[config.mk]
export PLATFORM = sky130hd
export DESIGN_NAME = keyboard_write_arbiter
export DESIGN_NICKNAME = d
export VERILOG_FILES = /design/src/rtl/keyboard_write_arbiter_pkg.sv /design/src/rtl/keyboard_write_arbiter_kb_write_fifo.sv /design/src/rtl/keyboard_write_arbiter.sv
export SDC_FILE = /design/constraint.sdc
export NUM_CORES = 1
export LEC_CHECK = 0
export CAP_MARGIN = 20
export CORE_MARGIN = 5
export CORE_UTILIZATION = 35
export DETAILED_ROUTE_END_ITERATION = 10
export SYNTH_ARGS = -nofsm -noshare
export SYNTH_HDL_FRONTEND = slang
export SYNTH_SLANG_ARGS = --single-unit
[constraint.sdc]
create_clock -name clock -period 4.6 [get_ports clock]
set_clock_uncertainty 0.1 [all_clocks]
set_input_delay 0.92 -clock clock [delete_from_list [all_inputs] [get_ports clock]]
set_output_delay 0.92 -clock clock [all_outputs]
set_load 0.05 [all_outputs]
[src/rtl/keyboard_write_arbiter_pkg.sv]
// Shared definitions for the keyboard / processor memory write arbiter.
// Widths, keyboard command addresses and the arbiter state encoding.
package keyboard_write_arbiter_pkg;

    localparam int ADDR_W = 12;
    localparam int DATA_W = 32;

    localparam logic [ADDR_W-1:0] MOVE1     = 12'd64;
    localparam logic [ADDR_W-1:0] MOVE2     = 12'd65;
    localparam logic [ADDR_W-1:0] RESET_CMD = 12'd67;
    localparam logic [ADDR_W-1:0] KILL_CMD  = 12'd68;

    typedef enum logic [1:0] {
        IDLE = 2'd0,
        CPU  = 2'd1,
        KB   = 2'd2
    } state_e;

endpackage

[src/rtl/keyboard_write_arbiter_kb_write_fifo.sv]
// Small synchronous FIFO holding queued keyboard writes {addr, data}.
// Head entry is presented combinationally; push on full is taken only with a pop.
module kb_write_fifo #(
    parameter int WIDTH = 44,
    parameter int DEPTH = 4
) (
    input  logic             clock,
    input  logic             reset,
    input  logic             push,
    input  logic             pop,
    input  logic [WIDTH-1:0] din,
    output logic [WIDTH-1:0] dout,
    output logic             empty,
    output logic             full
);

    localparam int PW = $clog2(DEPTH);

    logic [PW-1:0]    r_wr_ptr;
    logic [PW-1:0]    r_rd_ptr;
    logic [PW:0]      r_count;
    logic [WIDTH-1:0] r_mem [DEPTH];

    logic w_do_push;
    logic w_do_pop;

    assign empty     = (r_count == '0);
    assign full      = (r_count == (PW+1)'(DEPTH));
    assign w_do_pop  = pop & ~empty;
    assign w_do_push = push & (~full | w_do_pop);
    assign dout      = r_mem[r_rd_ptr];

    // Pointer and occupancy bookkeeping; simultaneous push/pop keeps count.
    always_ff @(posedge clock or negedge reset) begin
        if (!reset) begin
            r_wr_ptr <= '0;
            r_rd_ptr <= '0;
            r_count  <= '0;
        end else begin
            if (w_do_push) r_wr_ptr <= r_wr_ptr + 1'b1;
            if (w_do_pop)  r_rd_ptr <= r_rd_ptr + 1'b1;
            case ({w_do_push, w_do_pop})
                2'b10:   r_count <= r_count + 1'b1;
                2'b01:   r_count <= r_count - 1'b1;
                default: r_count <= r_count;
            endcase
        end
    end

    // Storage array; contents need no reset since count gates visibility.
    always_ff @(posedge clock) begin
        if (w_do_push) r_mem[r_wr_ptr] <= din;
    end

endmodule

[src/rtl/keyboard_write_arbiter.sv]
// Arbitrates the single memory write port between processor stores and
// queued keyboard commands, with a starvation guard for the keyboard side.
module keyboard_write_arbiter #(
    parameter int ADDR_W       = keyboard_write_arbiter_pkg::ADDR_W,
    parameter int DATA_W       = keyboard_write_arbiter_pkg::DATA_W,
    parameter int FIFO_DEPTH   = 4,
    parameter int STARVE_LIMIT = 8
) (
    input  logic              clock,
    input  logic              reset,
    input  logic              kb_we,
    input  logic [ADDR_W-1:0] kb_addr,
    input  logic [DATA_W-1:0] kb_data,
    input  logic              cpu_we,
    input  logic [ADDR_W-1:0] cpu_addr,
    input  logic [DATA_W-1:0] cpu_data,
    output logic              cpu_stall,
    output logic              mem_we,
    output logic [ADDR_W-1:0] mem_addr,
    output logic [DATA_W-1:0] mem_data,
    output logic              kb_pending,
    output logic              kb_overflow
);

    import keyboard_write_arbiter_pkg::*;

    localparam int SW = $clog2(STARVE_LIMIT + 1);
    localparam int EW = ADDR_W + DATA_W;

    logic          r_s1;
    logic          r_s2;
    logic          r_s3;
    logic          r_overflow;
    logic [SW-1:0] r_starve;
    state_e        r_state;
    logic [ADDR_W-1:0] r_mem_addr;
    logic [DATA_W-1:0] r_mem_data;

    logic          w_edge;
    logic          w_force;
    logic          w_push;
    logic          w_pop;
    logic          w_drop;
    logic          w_empty;
    logic          w_full;
    logic [EW-1:0] w_head;
    state_e        w_next;

    assign w_edge  = r_s2 & ~r_s3;
    assign w_force = (r_starve == SW'(STARVE_LIMIT)) & ~w_empty;
    assign w_pop   = (w_next == KB);
    assign w_push  = w_edge & (~w_full | w_pop);
    assign w_drop  = w_edge & w_full & ~w_pop;

    assign cpu_stall   = w_force;
    assign mem_we      = (r_state != IDLE);
    assign mem_addr    = r_mem_addr;
    assign mem_data    = r_mem_data;
    assign kb_pending  = ~w_empty;
    assign kb_overflow = r_overflow;

    kb_write_fifo #(
        .WIDTH (EW),
        .DEPTH (FIFO_DEPTH)
    ) u_fifo (
        .clock (clock),
        .reset (reset),
        .push  (w_push),
        .pop   (w_pop),
        .din   ({kb_addr, kb_data}),
        .dout  (w_head),
        .empty (w_empty),
        .full  (w_full)
    );

    // Bring the asynchronous keyboard strobe into the clock domain.
    always_ff @(posedge clock or negedge reset) begin
        if (!reset) begin
            r_s1 <= 1'b0;
            r_s2 <= 1'b0;
            r_s3 <= 1'b0;
        end else begin
            r_s1 <= kb_we;
            r_s2 <= r_s1;
            r_s3 <= r_s2;
        end
    end

    // Port owner for the next cycle; a starved queue overrides the processor.
    always_comb begin
        w_next = IDLE;
        if (w_force) begin
            w_next = KB;
        end else if (cpu_we) begin
            w_next = CPU;
        end else if (!w_empty) begin
            w_next = KB;
        end
    end

    // Register the granted write and track how long the queue has waited.
    always_ff @(posedge clock or negedge reset) begin
        if (!reset) begin
            r_state    <= IDLE;
            r_mem_addr <= '0;
            r_mem_data <= '0;
            r_starve   <= '0;
            r_overflow <= 1'b0;
        end else begin
            r_state <= w_next;
            case (w_next)
                CPU: begin
                    r_mem_addr <= cpu_addr;
                    r_mem_data <= cpu_data;
                end
                KB: begin
                    r_mem_addr <= w_head[EW-1:DATA_W];
                    r_mem_data <= w_head[DATA_W-1:0];
                end
                default: begin
                    r_mem_addr <= r_mem_addr;
                    r_mem_data <= r_mem_data;
                end
            endcase
            if (w_empty || w_next == KB) begin
                r_starve <= '0;
            end else if (w_next == CPU && r_starve != SW'(STARVE_LIMIT)) begin
                r_starve <= r_starve + 1'b1;
            end
            if (w_drop) r_overflow <= 1'b1;
        end
    end

endmodule

# Yosys cells after proc, flatten, opt, wreduce, memory -nomap -nowiden
# Memories as Yosys holds them, arrays and structs flattened.
# Index checks and enable logic that the tools add are counted.
# totals
n_memories	1
ram_bits	176
in_bits	92
reg_bits	61
output_inout_bits	48
word_cells	54
# op_classes
addsub	5
bitwise	13
reduce_logical	7
n_mux	10
n_eq_ne	7
# memory_table
memory	depth	width	rd	rd_ports_with_merged_regs	write_ports	line_no	rtl
u_fifo.r_mem	4	44	1	0	1	keyboard_write_arbiter_kb_write_fifo.sv:22	logic [WIDTH-1:0] r_mem [DEPTH];
# ops
op	n
$pmux W32 S2	1
$pmux W12 S2	1
$mux W4	2
$reduce_bool A2 Y1	4
$and A1 B1 Y1	7
$mux W2	3
$pmux W3 S2	1
$add A2 B1 Y2 const B	2
$add A4 B1 Y4 const B	1
$eq A2 B1 Y1 const B	2
$eq A2 B2 Y1 const B	2
$eq A4 B4 Y1 const B	1
$ne A4 B4 Y1 const B	1
$not A1 Y1	4
$add A3 B1 Y3 const B	1
$eq A3 B3 Y1 const B	1
$logic_not A3 Y1	1
$sub A3 B1 Y3 const B	1
$mux W1	2
$or A1 B1 Y1	2
$logic_and A1 B1 Y1	1
$logic_or A1 B1 Y1	1

# Depth between registers and ports, before layout
# logic_depth
ltp_word	10
ltp_mapped	14
ltp_nobuf	14

# By module
# Synthesis repeated with hierarchy kept, for this count alone.
# unflattened
cells_unflattened	519
hier_area_um2	9359.0
# modules_own_cells
mod	cells_per_inst	seq_area_each_um2	n_inst	area_per_inst_um2
kb_write_fifo	284	5460.2	1	6855.3
keyboard_write_arbiter	235	1351.3	1	2503.7

# Worst setup path after synthesis
# Ideal clock, no wire load.
# synth_path
path_type	input-to-reg
start	in cpu_we
end	mem u_fifo.r_mem[0][0], enable pin
t_arrival_ns	2.961
cell_stages	5
t_required_ns	4.094
setup_slack_ns	1.133
setup_time_ns	0.406
n_path_buf	0
path_cell_list	a21oi_1 > ha_1 > nor4b_1 > nor3b_1 > and2_1
# synth_via
elab_chain_len	8
word_cells_on_any_way	10
classes_between	1 x eq/ne; 4 x mux; 5 x bitwise
# synth_rtl
element	line_no	rtl
from (decl)	keyboard_write_arbiter.sv:14	input logic cpu_we,
$mux W2 *	keyboard_write_arbiter.sv:94	end else if (cpu_we) begin
$mux W2 *	keyboard_write_arbiter.sv:92	if (w_force) begin
$eq A2 B2 Y1 *	keyboard_write_arbiter.sv:51	assign w_pop = (w_next == KB);
$or A1 B1 Y1 or $and A1 B1 Y1 (tied branches)	keyboard_write_arbiter.sv:52, keyboard_write_arbiter_kb_write_fifo.sv:29	
$and A1 B1 Y1 or $or A1 B1 Y1 (tied branches)	keyboard_write_arbiter.sv:52, keyboard_write_arbiter_kb_write_fifo.sv:30	
$and A1 B1 Y1 *	keyboard_write_arbiter_kb_write_fifo.sv:30	assign w_do_push = push & (~full | w_do_pop);
$mux W1 *	keyboard_write_arbiter_kb_write_fifo.sv:52	if (w_do_push) r_mem[r_wr_ptr] <= din;
$mux W1 (not written as such) *	keyboard_write_arbiter_kb_write_fifo.sv:52	
to (decl)	keyboard_write_arbiter_kb_write_fifo.sv:22	
# Every way passes the cells marked *; elsewhere a longest branch is shown, timed or not.

# Worst setup path after layout
# layout_path
start	reg r_starve[0]
end	reg r_mem_data[9], in the netlist mem_data[9]
# layout_via
elab_chain_len	5
word_cells_on_any_way	7
classes_between	3 x eq/ne; 2 x mux; 1 x bitwise; 1 x reduce/logical
# layout_rtl
element	line_no	rtl
from (decl)	keyboard_write_arbiter.sv:34	logic [SW-1:0] r_starve;
from (signal assigned)	keyboard_write_arbiter.sv:128	r_starve <= r_starve + 1'b1;
$eq A4 B4 Y1 *	keyboard_write_arbiter.sv:50	assign w_force = (r_starve == SW'(STARVE_LIMIT)) & ~w_empty;
$and A1 B1 Y1 *	keyboard_write_arbiter.sv:50	
$mux W2 *	keyboard_write_arbiter.sv:92	
$eq A2 B2 Y1 or $eq A2 B1 Y1 (tied branches)	keyboard_write_arbiter.sv:111	case (w_next)
$pmux W32 S2 or $reduce_bool A2 Y1 (tied branches)	n/a	
to (signal assigned)	keyboard_write_arbiter.sv:114	r_mem_data <= cpu_data;
to (signal assigned)	keyboard_write_arbiter.sv:118	r_mem_data <= w_head[DATA_W-1:0];
to (signal assigned)	keyboard_write_arbiter.sv:122	r_mem_data <= r_mem_data;
to (decl)	keyboard_write_arbiter.sv:37	logic [DATA_W-1:0] r_mem_data;
# Marks and branches as above.
# A chain may end at the register's enable or synchronous reset.

==> out/results.txt <==
min Tclk post-route = 3.602 ns
Setup violations, final = 0
hold crit path type = reg -> reg
Initial Utilization = 35.45%
min-delay src = r_s1
crit path from = r_starve[0]
synthesis-to-finish area growth = 29.38%
status = complete, no violations
clock transition at the registers of the reported paths = 0.06 ns
GRT Total Usage = 13.26%
final hold slack = 0.2618 ns
Distinct cells, synth = 33
Detailed Route WL = 19.60 mm
fin crit share = 78.31%
Final HPWL DP = 12.58 mm
cts-stage hold buffer count = 0
DRC errors left = 0
placer congestion estimate = 0.7862
Highest Clock Rate = 277.6 MHz
max-capacitance violation count = 0
mapped cell area = 0.009211 mm^2
per-cell routed wire length = 20.37 um
clk_lat worst skew = 0.51 ns
CP Capture Type = register
# clock sinks = 237
critical-path maximum fanout = 48
crit start category = register
clk buf depth = 3
met3 WL = 1.019 mm
post-CTS sizing = 0
number of global-route vias before repair = 5348
CTS tree = yes
syn avg cell area = 19.98 um^2
initial antenna violation count = 1
Die Area = 0.02966 mm^2
Post-CTS Setup Inserts = 0
register area share after synthesis = 73.95%
Ys Warns = 0
final hold viol count = 0
Worst Tran Pin Value = 0.9236 ns
row count = 59
Syn Nets = 562
final net count = 708
Slew HR = 38.43%
WS Path Type = reg -> reg
VDD IR max = 0.3768 mV
Die Span X = 172.2 um
met1 wire length = 8.633 mm
antenna-violating nets left = 0
Iteration-0 DRC Markers = 272
max layer used = met5
antenna diode count = 0
TNS Setup = 0 ns
TritonRoute pass-1 iters = 4
IO Port Bufs = 139
vias after detailed routing = 4840
worst path required time = 4.95 ns
htree depth = 1
count of final max-slew check failures = 0
first-pass GRT wire length = 30.57 mm
routed wl met2 = 9.531 mm
share of post-route cells with drive strength above 1 = 16.27%
power per cell area = 652.8 mW/mm^2
largest net degree at the start of global routing = 62
total grt overflow = 0
Num CTS Buffers = 26
Leakage = 4.133 nW
final core occ = 45.86%
Worst EP arrival = 3.95 ns
worst flop-to-flop path startpoint = r_starve[0]
CORE AREA = 0.02598 mm^2
RSZ-0062 raised after global routing = false
Post-Syn Instances = 461
Vias/cell = 5.031
Top Ports = 140
Yosys reg bits = 237
Die Span Y = 172.2 um
Root Buffer Master = clkbuf_16
==> logic make-up after synthesis <==
group	count (synthesis)	share of synthesized area [%]
compound gates	54	5.365
xor+xnor	7	0.6656
fa+ha+maj	9	1.304
buf+inv	43	2.581
flops	237	73.95
mux	45	11.12
simple gates	66	5.012
==> state kept, by name, indices dropped and copies added (netlist names), 2 cells and up <==
signal,count
mem_addr,12
mem_data,32
r_starve,4
r_state,2
u_fifo.r_count,3
u_fifo.r_mem,176
u_fifo.r_rd_ptr,2
u_fifo.r_wr_ptr,2
==> critical path: stages (launching register included) <==
cell and delay [ns]:
dfrtp_1 0.41, inv_1 0.09, ha_1 0.16, nand3b_1 0.16, o21ai_0 0.50, ha_4 0.22
buf_4 0.49, nor2b_4 0.80, buf_4 0.38, a221o_1 0.19
==> path summary, 6_finish.rpt <==
path,endpoint,slack (ns),cells after the start
min in group asynchronous,r_starve[0],0.42,1
worst max register to register,mem_data[9],1.0,9
worst min-delay path,r_s2,0.26,0
max in group asynchronous,u_fifo.r_rd_ptr[0],3.33,1
worst max-delay path,mem_data[9],1.0,9
worst min register to register,r_s2,0.26,0
==> final cells by class <==
type	count	area, um^2
fillers	2232	14070
inverters	13	48.80
multi-input cells	181	2187
repair buffers	148	1501
flip-flops and latches	237	6817
clock inverters	18	237.7
well taps	335	419.2
clock buffers	30	706.9
==> Yosys cell counts <==
master | instances | share of area [%]
and2_1 | 5 | 0.34
mux2_2 | 1 | 0.12
inv_1 | 13 | 0.53
a31o_2 | 1 | 0.095
a221o_1 | 44 | 4.8
edfxtp_1 | 176 | 57
xor2_1 | 4 | 0.38
xnor2_1 | 3 | 0.29
nor4b_1 | 1 | 0.095
buf_6 | 1 | 0.12
o21ai_0 | 5 | 0.27
nand2b_1 | 1 | 0.068
nand3_1 | 3 | 0.16
fa_1 | 1 | 0.22
nor2b_1 | 1 | 0.068
buf_1 | 1 | 0.041
or4_1 | 1 | 0.082
a21oi_1 | 4 | 0.22
clkbuf_1 | 21 | 0.86
or2_2 | 1 | 0.068
ha_1 | 8 | 1.1
and3b_1 | 1 | 0.095
nand3b_1 | 1 | 0.082
nand2_1 | 1 | 0.041
buf_2 | 3 | 0.16
nor3b_1 | 45 | 3.7
mux4_1 | 6 | 1.7
nand4_1 | 1 | 0.068
buf_12 | 4 | 0.87
mux4_2 | 38 | 9.3
nor3_1 | 1 | 0.054
dfrtp_1 | 61 | 17
nor2_1 | 3 | 0.12
==> cell usage in the layout (no fill, tap or decap), types with 2 or more instances in the layout <==
cell type,n
buf_12,2
o21ai_0,5
edfxtp_1,176
a21oi_1,4
mux4_1,6
xnor2_1,3
clkinv_2,7
ha_1,7
nor2_1,3
and2_2,4
dfrtp_1,59
bufinv_16,6
nand3_1,3
nor3b_1,45
clkdlybuf4s50_1,138
clkbuf_8,2
buf_4,7
xor2_1,4
clkbuf_16,27
inv_1,13
mux4_2,38
a221o_1,44
clkinv_1,4
==> layer usage <==
layer	up-vias	track usage (%)
met5	-	0
met4	2	3.042
met3	31	2.469
met2	124	22.24
met1	2492	18.16
li1	2191	-
==> per-stage QoR <==
stage | total power, mW | cells | area, um^2 | setup WS (ns)
CTS | 7.891 | 962 | 11920 | 0.9521
detailed placement | 5.642 | 914 | 10970 | 0.6069
global placement | 5.553 | 913 | 10950 | 0.7397
global route | 8.128 | 962 | 11920 | 0.8007
floorplan | 4.797 | 461 | 9211 | 1.133
finish | 7.779 | 962 | 11920 | 0.9976
==> power breakdown <==
part	internal, mW	switching, mW	total (mW)	leakage (nW)
clock network	1.43	0.800	2.23	0.467
logic	1.07	1.39	2.47	1.33
registers	2.73	0.357	3.08	2.34
total	5.23	2.55	7.78	4.13
(Power assumes the default switching activity.)
